**src/rtl/c432_irq_pkg.sv**
```systemverilog
// Shared types for the c432 interrupt capture block: field widths, detect FSM states
// and the queued event record.
package c432_irq_pkg;

  localparam int unsigned GRP_W  = 3;
  localparam int unsigned CODE_W = 4;

  typedef enum logic [0:0] {
    StIdle,
    StActive
  } irq_state_e;

  typedef struct packed {
    logic [GRP_W-1:0]  grp;
    logic [CODE_W-1:0] code;
  } irq_evt_t;

endpackage

```
**src/rtl/c432_irq_capture_if.sv**
```systemverilog
// Consumer-side valid/ready event channel of the c432 interrupt capture block.
interface c432_irq_capture_if;
  import c432_irq_pkg::*;

  logic              irq_vld;
  logic              irq_rdy;
  logic [GRP_W-1:0]  irq_grp;
  logic [CODE_W-1:0] irq_code;

  modport master (
    output irq_vld,
    output irq_grp,
    output irq_code,
    input  irq_rdy
  );

  modport slave (
    input  irq_vld,
    input  irq_grp,
    input  irq_code,
    output irq_rdy
  );

endinterface

```
**src/rtl/c432_irq_fifo.sv**
```systemverilog
// Event FIFO with wrap-bit pointers so occupancy covers 0..DEPTH; head reads as zero when
// empty and a push into a full FIFO is taken when a pop happens in the same cycle.
module c432_irq_fifo
  import c432_irq_pkg::*;
#(
  parameter int unsigned DEPTH = 4,
  localparam int unsigned AW   = $clog2(DEPTH)
) (
  input  logic     clk,
  input  logic     rst_n,
  input  logic     push,
  input  irq_evt_t wdata,
  input  logic     pop,
  output irq_evt_t rdata,
  output logic     full,
  output logic     empty,
  output logic [AW:0] lvl
);

  irq_evt_t    mem [DEPTH];
  logic [AW:0] wr_ptr_q, wr_ptr_d;
  logic [AW:0] rd_ptr_q, rd_ptr_d;
  logic        do_push, do_pop;

  always_comb begin
    lvl     = wr_ptr_q - rd_ptr_q;
    full    = (lvl == (AW+1)'(DEPTH));
    empty   = (lvl == '0);
    do_pop  = pop && !empty;
    do_push = push && (!full || do_pop);
    wr_ptr_d = do_push ? wr_ptr_q + 1'b1 : wr_ptr_q;
    rd_ptr_d = do_pop  ? rd_ptr_q + 1'b1 : rd_ptr_q;
    rdata   = empty ? '0 : mem[rd_ptr_q[AW-1:0]];
  end

  always_ff @(posedge clk) begin
    if (!rst_n) begin
      wr_ptr_q <= '0;
      rd_ptr_q <= '0;
    end else begin
      wr_ptr_q <= wr_ptr_d;
      rd_ptr_q <= rd_ptr_d;
    end
  end

  // Storage is not reset; pointer reset is what flushes queued events.
  always_ff @(posedge clk) begin
    if (do_push) begin
      mem[wr_ptr_q[AW-1:0]] <= wdata;
    end
  end

endmodule

```
**src/rtl/c432_irq_capture.sv**
```systemverilog
// Captures c432 encoder outputs through two register stages, queues each new nonzero
// {grp,code} as an event and counts events lost to FIFO overflow.
module c432_irq_capture
  import c432_irq_pkg::*;
#(
  parameter int unsigned DEPTH = 4,
  parameter int unsigned CNT_W = 8
) (
  input  logic                   clk,
  input  logic                   rst_n,
  input  logic [GRP_W-1:0]       enc_grp,
  input  logic [CODE_W-1:0]      enc_code,
  c432_irq_capture_if.master     irq,
  output logic [CNT_W-1:0]       drop_cnt,
  output logic [$clog2(DEPTH):0] fifo_lvl
);

  irq_evt_t   s1_q, s2_q, last_q, last_d;
  irq_state_e state_q, state_d;
  logic [CNT_W-1:0] drop_cnt_q, drop_cnt_d;
  logic       push, pop, full, empty, drop;
  irq_evt_t   head;
  logic [$clog2(DEPTH):0] lvl;

  always_comb begin
    state_d = state_q;
    last_d  = last_q;
    push    = 1'b0;
    unique case (state_q)
      StIdle: begin
        if (s2_q.grp != '0) begin
          push    = 1'b1;
          last_d  = s2_q;
          state_d = StActive;
        end
      end
      StActive: begin
        if (s2_q.grp == '0) begin
          state_d = StIdle;
        end else if (s2_q != last_q) begin
          push   = 1'b1;
          last_d = s2_q;
        end
      end
    endcase
  end

  // Outputs are forced low while reset is asserted, even before the first reset edge.
  always_comb begin
    irq.irq_vld  = rst_n && !empty;
    irq.irq_grp  = rst_n ? head.grp  : '0;
    irq.irq_code = rst_n ? head.code : '0;
    fifo_lvl     = rst_n ? lvl : '0;
    pop          = irq.irq_vld && irq.irq_rdy;
    drop         = push && full && !pop;
    drop_cnt_d   = (drop && (drop_cnt_q != '1)) ? drop_cnt_q + 1'b1 : drop_cnt_q;
    drop_cnt     = drop_cnt_q;
  end

  always_ff @(posedge clk) begin
    if (!rst_n) begin
      s1_q       <= '0;
      s2_q       <= '0;
      last_q     <= '0;
      state_q    <= StIdle;
      drop_cnt_q <= '0;
    end else begin
      s1_q       <= '{grp: enc_grp, code: enc_code};
      s2_q       <= s1_q;
      last_q     <= last_d;
      state_q    <= state_d;
      drop_cnt_q <= drop_cnt_d;
    end
  end

  c432_irq_fifo #(
    .DEPTH (DEPTH)
  ) u_fifo (
    .clk   (clk),
    .rst_n (rst_n),
    .push  (push),
    .wdata (s2_q),
    .pop   (pop),
    .rdata (head),
    .full  (full),
    .empty (empty),
    .lvl   (lvl)
  );

endmodule

```
**src/flat_wrapper.sv**
```systemverilog
// flat-port wrapper written by rule: the top's interface ports become plain ports
module c432_irq_capture_flat import c432_irq_pkg::*;
#(
  parameter int unsigned DEPTH = 4,
  parameter int unsigned CNT_W = 8
)
  (clk, rst_n, enc_grp, enc_code, drop_cnt, fifo_lvl, irq_irq_vld, irq_irq_grp, irq_irq_code, irq_irq_rdy);
  c432_irq_capture_if irq_i ();
  input  logic clk;
  input  logic rst_n;
  input  logic [GRP_W-1:0] enc_grp;
  input  logic [CODE_W-1:0] enc_code;
  output logic [CNT_W-1:0] drop_cnt;
  output logic [$clog2(DEPTH):0] fifo_lvl;
  output wire logic [$bits(irq_i.irq_vld)-1:0] irq_irq_vld;
  output wire logic [$bits(irq_i.irq_grp)-1:0] irq_irq_grp;
  output wire logic [$bits(irq_i.irq_code)-1:0] irq_irq_code;
  input wire logic [$bits(irq_i.irq_rdy)-1:0] irq_irq_rdy;
  assign irq_irq_vld = irq_i.irq_vld;
  assign irq_irq_grp = irq_i.irq_grp;
  assign irq_irq_code = irq_i.irq_code;
  assign irq_i.irq_rdy = irq_irq_rdy;
  c432_irq_capture #(.DEPTH(DEPTH), .CNT_W(CNT_W)) u_core (.clk(clk), .rst_n(rst_n), .enc_grp(enc_grp), .enc_code(enc_code), .irq(irq_i), .drop_cnt(drop_cnt), .fifo_lvl(fifo_lvl));
endmodule
```
**config.mk**
```make
export PLATFORM = sky130hd
export DESIGN_NAME = c432_irq_capture_flat
export DESIGN_NICKNAME = d
export VERILOG_FILES = /design/src/rtl/c432_irq_pkg.sv /design/src/rtl/c432_irq_capture_if.sv /design/src/rtl/c432_irq_fifo.sv /design/src/rtl/c432_irq_capture.sv /design/src/flat_wrapper.sv
export SDC_FILE = /design/constraint.sdc
export NUM_CORES = 1
export LEC_CHECK = 0
export CAP_MARGIN = 10
export CORE_MARGIN = 4
export CORE_UTILIZATION = 58
export CTS_BUF_LIST = sky130_fd_sc_hd__clkbuf_4 sky130_fd_sc_hd__clkbuf_8
export CTS_CLUSTER_SIZE = 25
export DETAILED_ROUTE_END_ITERATION = 16
export PLACE_DENSITY_LB_ADDON = 0.25
export SETUP_SLACK_MARGIN = 0.2
export SLEW_MARGIN = 20
export SYNTH_ARGS = -nofsm -noshare
export SYNTH_HDL_FRONTEND = slang
export SYNTH_SLANG_ARGS = --single-unit
```
**constraint.sdc**
```tcl
create_clock -name clk -period 3.2 [get_ports clk]
set_input_delay 0.48 -clock clk [delete_from_list [all_inputs] [get_ports clk]]
set_output_delay 0.48 -clock clk [all_outputs]
set_load 0.02 [all_outputs]
```
==> results.yml, run 1 <==
worst_setup_path:
  critPathRequiredTime_ns: 2.72
  criticalPathCategory: "flop to output port"
  cp_max_fo: 11
  worstPathArrival_ns: 2.40
  cp-end-kind: "output port"
  startpoint_type: "flop"
pwr:
  pwr-share-seq: 0.449
  power_density_mw_per_mm2: 693
  total_leakage_power_nw: 1.17
  switchingPower_mw: 0.616
  power.total_mw: 2.23
  internal_power_mw: 1.61
  p_comb_frac: 0.224
  ir_drop_v: 0.000352
  power_frac_clock: 0.326
  swShare: 0.276
cells_and_area:
  fin_nets: 267
  syn_to_final_growth_pct: 19.4
  multi_input_area_sq_mm: 0.00101
  drive_above_1_share: 0.138
  final_cell_mix: "dfxtp_1 (36), edfxtp_1 (28), and2_1 (26)"
  num-fill-cells: 297
  register_area_sq_mm: 0.00160
  layout_commonest_cell: "dfxtp_1"
  final_core_util: 0.729
  diodes: 0
grt:
  antenna_found_initial: 0
  grt_pass1_vias: 1600
  gr-total-overflow: 0
  grt_use_total: 0.171
  grt_pass1_wl_um: 7780
  grt_max_degree: 26
clock_network:
  path_clk_slew_ns: 0.07
  htree_levels: 3
  numClockSinks: 66
  clockRootBuffer: "clkbuf_8"
  cts_buffers: 9
  hold_buffers: 0
  tritoncts: "built"
  clock_latency_ns: 0.33
  clockBufferDepth: 2
min_path:
  min_path_type: "flop to flop"
route:
  wl_met3_um: 265
  drtPass1Iterations: 4
  met2_length_um: 2100
  via_per_inst: 5.41
  ant_nets: 0
  vias: 1654
  drc: 0
  wirelength_um: 4480
  m1WireLength_um: 2070
  drt_iter0_markers: 145
  top_layer: "met4"
  wl_per_cell_um: 14.6
place:
  place.port_buffers: 28
  place_congestion: 0.759
  dpl.hpwl_um: 2930
timing:
  clock_skew_ns: 0.00768
  fin_crit_sh: 0.899
  setup-tns-final_ns: 0
  max_slew_margin: 0.539
  max_freq_ghz: 0.348
  fin_crit_ns: 2.88
  hold_viol_final: 0
  rsz0062_at_grt: "yes"
  slew_violations: 0
  holdWs_ns: 0.433
  tightest_slew_ns: 0.687
  setup_viol: 0
synthesis:
  syn_inst: 215
  synth_edf_count: 28
  synth_area_sq_mm: 0.00270
  synthesis.nets: 233
  ys_ff_latch: 66
  synthFlopType: "dfxtp_1"
  synth.distinct_cells: 37
  synthArstFlopShare: 0
  ys_seq_area_frac: 0.594
  ys_warn_count: 0
  avgSynthCellArea_sq_um: 12.5
floorplanning:
  die_x_um: 76.2
  rows: 24
  dieHeight_um: 76.2
  core-area_sq_mm: 0.00441
  dieArea_sq_mm: 0.00580
  initial_core_util: 0.611
  top_level_ports: 29
flow_run:
  max_cap_viol_count: 0
status:
  status: "finished, final reports clean"
[synth_stat cells, types with 2 or more instances]
| cell | instances | area, sq um |
|---|---|---|
| clkbuf_8 | 2 | 27.5 |
| or4_1 | 3 | 22.5 |
| clkbuf_1 | 5 | 18.8 |
| o31a_2 | 2 | 20.0 |
| xnor2_1 | 7 | 61.3 |
| edfxtp_1 | 28 | 841 |
| inv_1 | 8 | 30.0 |
| nor2_1 | 6 | 22.5 |
| nand3_1 | 6 | 30.0 |
| nand2_1 | 19 | 71.3 |
| a21oi_1 | 12 | 60.1 |
| dfxtp_1 | 38 | 761 |
| or3_1 | 2 | 12.5 |
| and2_1 | 26 | 163 |
| o21ai_0 | 4 | 20.0 |
| nor4_1 | 2 | 12.5 |
| nand2b_1 | 3 | 18.8 |
| ha_1 | 7 | 87.6 |
| mux4_2 | 7 | 158 |
| o31ai_1 | 3 | 22.5 |
| mux2i_1 | 6 | 60.1 |
| nand4_1 | 4 | 25.0 |
[kinds of logic (layout without fill, tap and decap cells)]
| family | Yosys count | count (layout) | synth area share |
|---|---|---|---|
| AO/OA/AOI/OAI | 23 | 23 | 0.0501 |
| XOR/XNOR | 8 | 8 | 0.0311 |
| buffers and inverters | 17 | 56 | 0.0339 |
| multiplexers | 14 | 14 | 0.0850 |
| adder cells (fa/ha/maj) | 8 | 8 | 0.0399 |
| flip-flops | 66 | 66 | 0.594 |
| AND/OR/NAND/NOR | 79 | 79 | 0.166 |
[flip-flops by register name, indices dropped and copies added, names as in the netlist, named ones only]
name,count
u_core.drop_cnt,8
u_core.last_q,7
u_core.s1_q,7
u_core.s2_q,7
u_core.state_q,1
u_core.u_fifo.mem,28
u_core.u_fifo.rd_ptr_q,3
u_core.u_fifo.wr_ptr_q,3
[routing by layer]
metal | GRT usage | vias up
li1 | - | 828
met1 | 0.225 | 780
met2 | 0.254 | 42
met3 | 0.0686 | 4
met4 | 0.0629 | 0
met5 | 0 | -
[final timing paths]
check | cells past startpoint | endpoint | start | slack, ns
max reg2reg | 8 | u_core.u_fifo.mem[1][6] | u_core.u_fifo.wr_ptr_q[0] | 0.69
min reg2reg | 1 | u_core.s2_q[1] | u_core.s1_q[1] | 0.43
min | 1 | u_core.s2_q[1] | u_core.s1_q[1] | 0.43
max | 8 | irq_irq_grp[2] | u_core.u_fifo.wr_ptr_q[0] | 0.32
[power by group through the flow]
stage / Clock [mW] / Combinational (mW) / Sequential [mW]
after floorplan: 0 / 0.381 / 0.982
after global placement: 0 / 0.508 / 1.02
after detailed placement: 0 / 0.519 / 1.02
after CTS: 0.747 / 0.508 / 1.00
after global routing: 0.789 / 0.554 / 1.02
final: 0.727 / 0.500 / 1.00
[critical path: stages, from the launching register on]
cell	delay (ns)
dfxtp_2	0.34
inv_2	0.08
ha_1	0.14
inv_1	0.05
fa_1	0.38
xnor3_1	0.23
o31a_4	0.35
and2_1	0.16
dlygate4sd2_1	0.32
[stage by stage]
stage | instance area [sq um] | cells | worst slack, ns
6_report | 3220 | 306 | 0.323
4_1_cts | 3210 | 306 | 0.211
3_5_place_dp | 3010 | 290 | 0.354
3_3_place_gp | 3010 | 290 | 0.442
2_1_floorplan | 2700 | 215 | 0.722
5_1_grt | 3220 | 306 | 0.188
[what timing repair did]
item                       CTS  global route
hold endpoints to repair     0             0
setup endpoints to repair    8             8
resized for setup            9             3
setup buffers                0             0
[area by class of cell]
cell class,instances,area share
clock inverters,7,0.0261
well taps,52,0.0202
flip-flops and latches,66,0.499
inverters,8,0.00933
multi-input cells,132,0.314
clock buffers,9,0.0385
repair buffers,32,0.0933
Note: power is estimated with default switching activity, not from simulation.
==> run 2: changes to the inputs <==
--- a/config.mk
+++ b/config.mk
@@ -5,9 +5,10 @@
 export SDC_FILE = /design/constraint.sdc
 export NUM_CORES = 1
 export LEC_CHECK = 0
+export ABC_AREA = 1
 export CAP_MARGIN = 10
 export CORE_MARGIN = 4
-export CORE_UTILIZATION = 58
+export CORE_UTILIZATION = 63
 export CTS_BUF_LIST = sky130_fd_sc_hd__clkbuf_4 sky130_fd_sc_hd__clkbuf_8
 export CTS_CLUSTER_SIZE = 25
 export DETAILED_ROUTE_END_ITERATION = 16
==> constraint.sdc (replaced) <==
create_clock -name clk -period 3.5 [get_ports clk]
set_input_delay 0.525 -clock clk [delete_from_list [all_inputs] [get_ports clk]]
set_output_delay 0.525 -clock clk [all_outputs]
set_load 0.02 [all_outputs]
==> results.yml, run 2 <==
cells_and_area:
  layout_commonest_cell: "nand2_1"
  fin_area_sq_mm: 0.00347
  final_cell_mix: "nand2_1 (70), nor2_1 (50), inv_1 (48)"
  num-fill-cells: 301
  diodes: 0
  final_core_util: 0.792
  fin_nets: 384
  largest_reg_flops: 28
  final_cells: 423
  drive_above_1_share: 0.0916
  syn_to_final_growth_pct: 20.1
worst_setup_path:
  r2r_end: "u_core.u_fifo.mem[1][6]"
  r2r-start: "u_core.u_fifo.wr_ptr_q[0]"
  r2r_slack_ns: 0.79
  critPathBufInv: 5
  cpPeakStageDelay_ns: 0.37
  worstPathArrival_ns: 2.58
  cp_slowest_cell: "fa_1"
  critPathRequiredTime_ns: 2.97
  path_cells: "inv_1 -> ha_1 -> inv_1 -> fa_1 -> inv_1 -> nand2_1 -> nand2_1 -> nand2_1 -> nand2_2 -> nor3_2 -> nor2_4 -> inv_2 -> a21oi_1 -> dlygate4sd2_1"
  endpoint: "irq_irq_code[1]"
  cp-startpoint: "u_core.u_fifo.wr_ptr_q[0]"
  criticalPathCategory: "flop to output port"
  r2r_cells: 13
  cp-end-kind: "output port"
  cp_max_fo: 7
  startpoint_type: "flop"
  path_depth: 14
  path_delay_family: "buffers and inverters"
synthesis:
  ys_seq_area_frac: 0.554
  synth_most_common_cell: "nand2_1"
  avgSynthCellArea_sq_um: 8.68
  synthesis.nets: 351
  ys_ff_latch: 66
  synth_area_leaders: "edfxtp_1 (29%), dfxtp_1 (26%), nand2_1 (9.1%)"
  synth_edf_count: 28
  syn_inst: 333
  synth_top_area_cell: "edfxtp_1"
  synth_top_cell_area_share: 0.291
  synthArstFlopShare: 0
  ys_warn_count: 0
  synth_area_sq_mm: 0.00289
  synth.distinct_cells: 26
  ys_top_cells_by_count: "nand2_1 (70), nor2_1 (50), inv_1 (48), dfxtp_1 (38), edfxtp_1 (28)"
  synthFlopType: "dfxtp_1"
grt:
  grt_use_total: 0.223
  grt_max_degree: 25
  gr-total-overflow: 0
  grt_pass1_vias: 2078
  grt_pass1_wl_um: 9260
  antenna_found_initial: 0
timing:
  max_slew_margin: 0.539
  tightest_slew_ns: 0.689
  clock_skew_ns: 0.00653
  rsz0062_at_grt: "no"
  fin_crit_sh: 0.887
  fin_crit_ns: 3.11
  max_freq_ghz: 0.322
  slew_violations: 0
  hold_viol_final: 0
  holdWs_ns: 0.414
  setup_slack_ns: 0.394
  setup_viol: 0
  setup-tns-final_ns: 0
min_path:
  min_path_type: "flop to flop"
  holdPathStages: 2
clock_network:
  hold_buffers: 0
  cts_buffers: 9
  htree_levels: 3
  clock_latency_ns: 0.34
  clockBufferDepth: 2
  tritoncts: "built"
  numClockSinks: 66
  clockRootBuffer: "clkbuf_8"
  path_clk_slew_ns: 0.07
pwr:
  ir_drop_v: 0.000425
  power_density_mw_per_mm2: 564
  total_leakage_power_nw: 1.52
  power.total_mw: 1.96
floorplanning:
  die_x_um: 75.7
  core-area_sq_mm: 0.00438
  dieArea_sq_mm: 0.00574
  dieHeight_um: 75.7
  rows: 24
  initial_core_util: 0.660
  top_level_ports: 29
flow_run:
  max_cap_viol_count: 0
place:
  dpl-instance-area_sq_mm: 0.00321
  dpl.hpwl_um: 3600
  pre_cts_ws_ns: 0.450
  place.port_buffers: 28
  place_congestion: 0.782
  dp.cells: 407
route:
  drtPass1Iterations: 4
  drc: 0
  ant_nets: 0
  wirelength_um: 5520
  drt_iter0_markers: 159
  vias: 2148
  via_per_inst: 5.08
  wl_per_cell_um: 13.0
status:
  status: "finished, final reports clean"
[run 2: cell types whose count changed in the layout (fill, tap and decap cells not counted), sizes merged, moves of 4 or more]
cell	previous run	this run
nand2	20	74
nor2	6	53
inv	8	53
and2	27	0
o21ai	5	22
a21oi	12	26
mux4	7	0
mux2i	6	0
xor2	0	6
dlygate4sd2	8	3
xnor2	7	2
clkdlybuf4s15	0	4
nand4	4	0
[run 2: repair_timing]
item / CTS / global route
endpoints found under the setup margin: 7 / 6
gates resized for setup: 7 / 5
setup buffers: 0 / 0
[run 2: metal layers]
| metal | global-route usage | share of wire |
|---|---|---|
| met4 | 0.146 | 0.033 |
| met2 | 0.347 | 0.48 |
| met5 | 0 | 0 |
| met3 | 0.0515 | 0.030 |
| met1 | 0.277 | 0.45 |
[run 2: power by group]
part	internal, mW	switching, mW	total, mW
logic	0.0939	0.159	0.253
clock network	0.545	0.293	0.838
registers	0.841	0.0294	0.870
total	1.48	0.481	1.96
[run 2: worst min path at each step]
stage / endpoint / from / slack [ns]
2_1_floorplan: u_core.s2_q[0] / u_core.s1_q[0] / 0.39
3_3_place_gp: u_core.s2_q[0] / u_core.s1_q[0] / 0.39
3_5_place_dp: u_core.s2_q[1] / u_core.s1_q[1] / 0.40
4_1_cts: u_core.s2_q[5] / u_core.s1_q[5] / 0.42
5_1_grt: u_core.s2_q[6] / u_core.s1_q[6] / 0.44
6_report: u_core.s2_q[2] / u_core.s1_q[2] / 0.41
[run 2: cell families (layout without fill, tap and decap cells)]
group           after synthesis  after routing  share of synthesized area
xor+xnor                      8              8                     0.0242
buf+inv                      60             98                     0.0809
fa+ha+maj                     8              8                     0.0372
compound gates               49             49                     0.0904
simple gates                142            142                      0.213
flops                        66             66                      0.554
[run 2: tightest hold or removal path, stage by stage, from the launching register on]
cell,delay (ns)
dfxtp_1,0.31
nand2_1,0.05
inv_1,0.04
[run 2: layout make-up]
type	instances	area, sq um	share of cell area
clock buffer	9	124	0.0357
clock inverter	7	141	0.0407
inverter	53	199	0.0573
multi-input combinational	207	1060	0.304
sequential	66	1600	0.461
tap	52	65.1	0.0187
timing repair buffer	29	287	0.0825
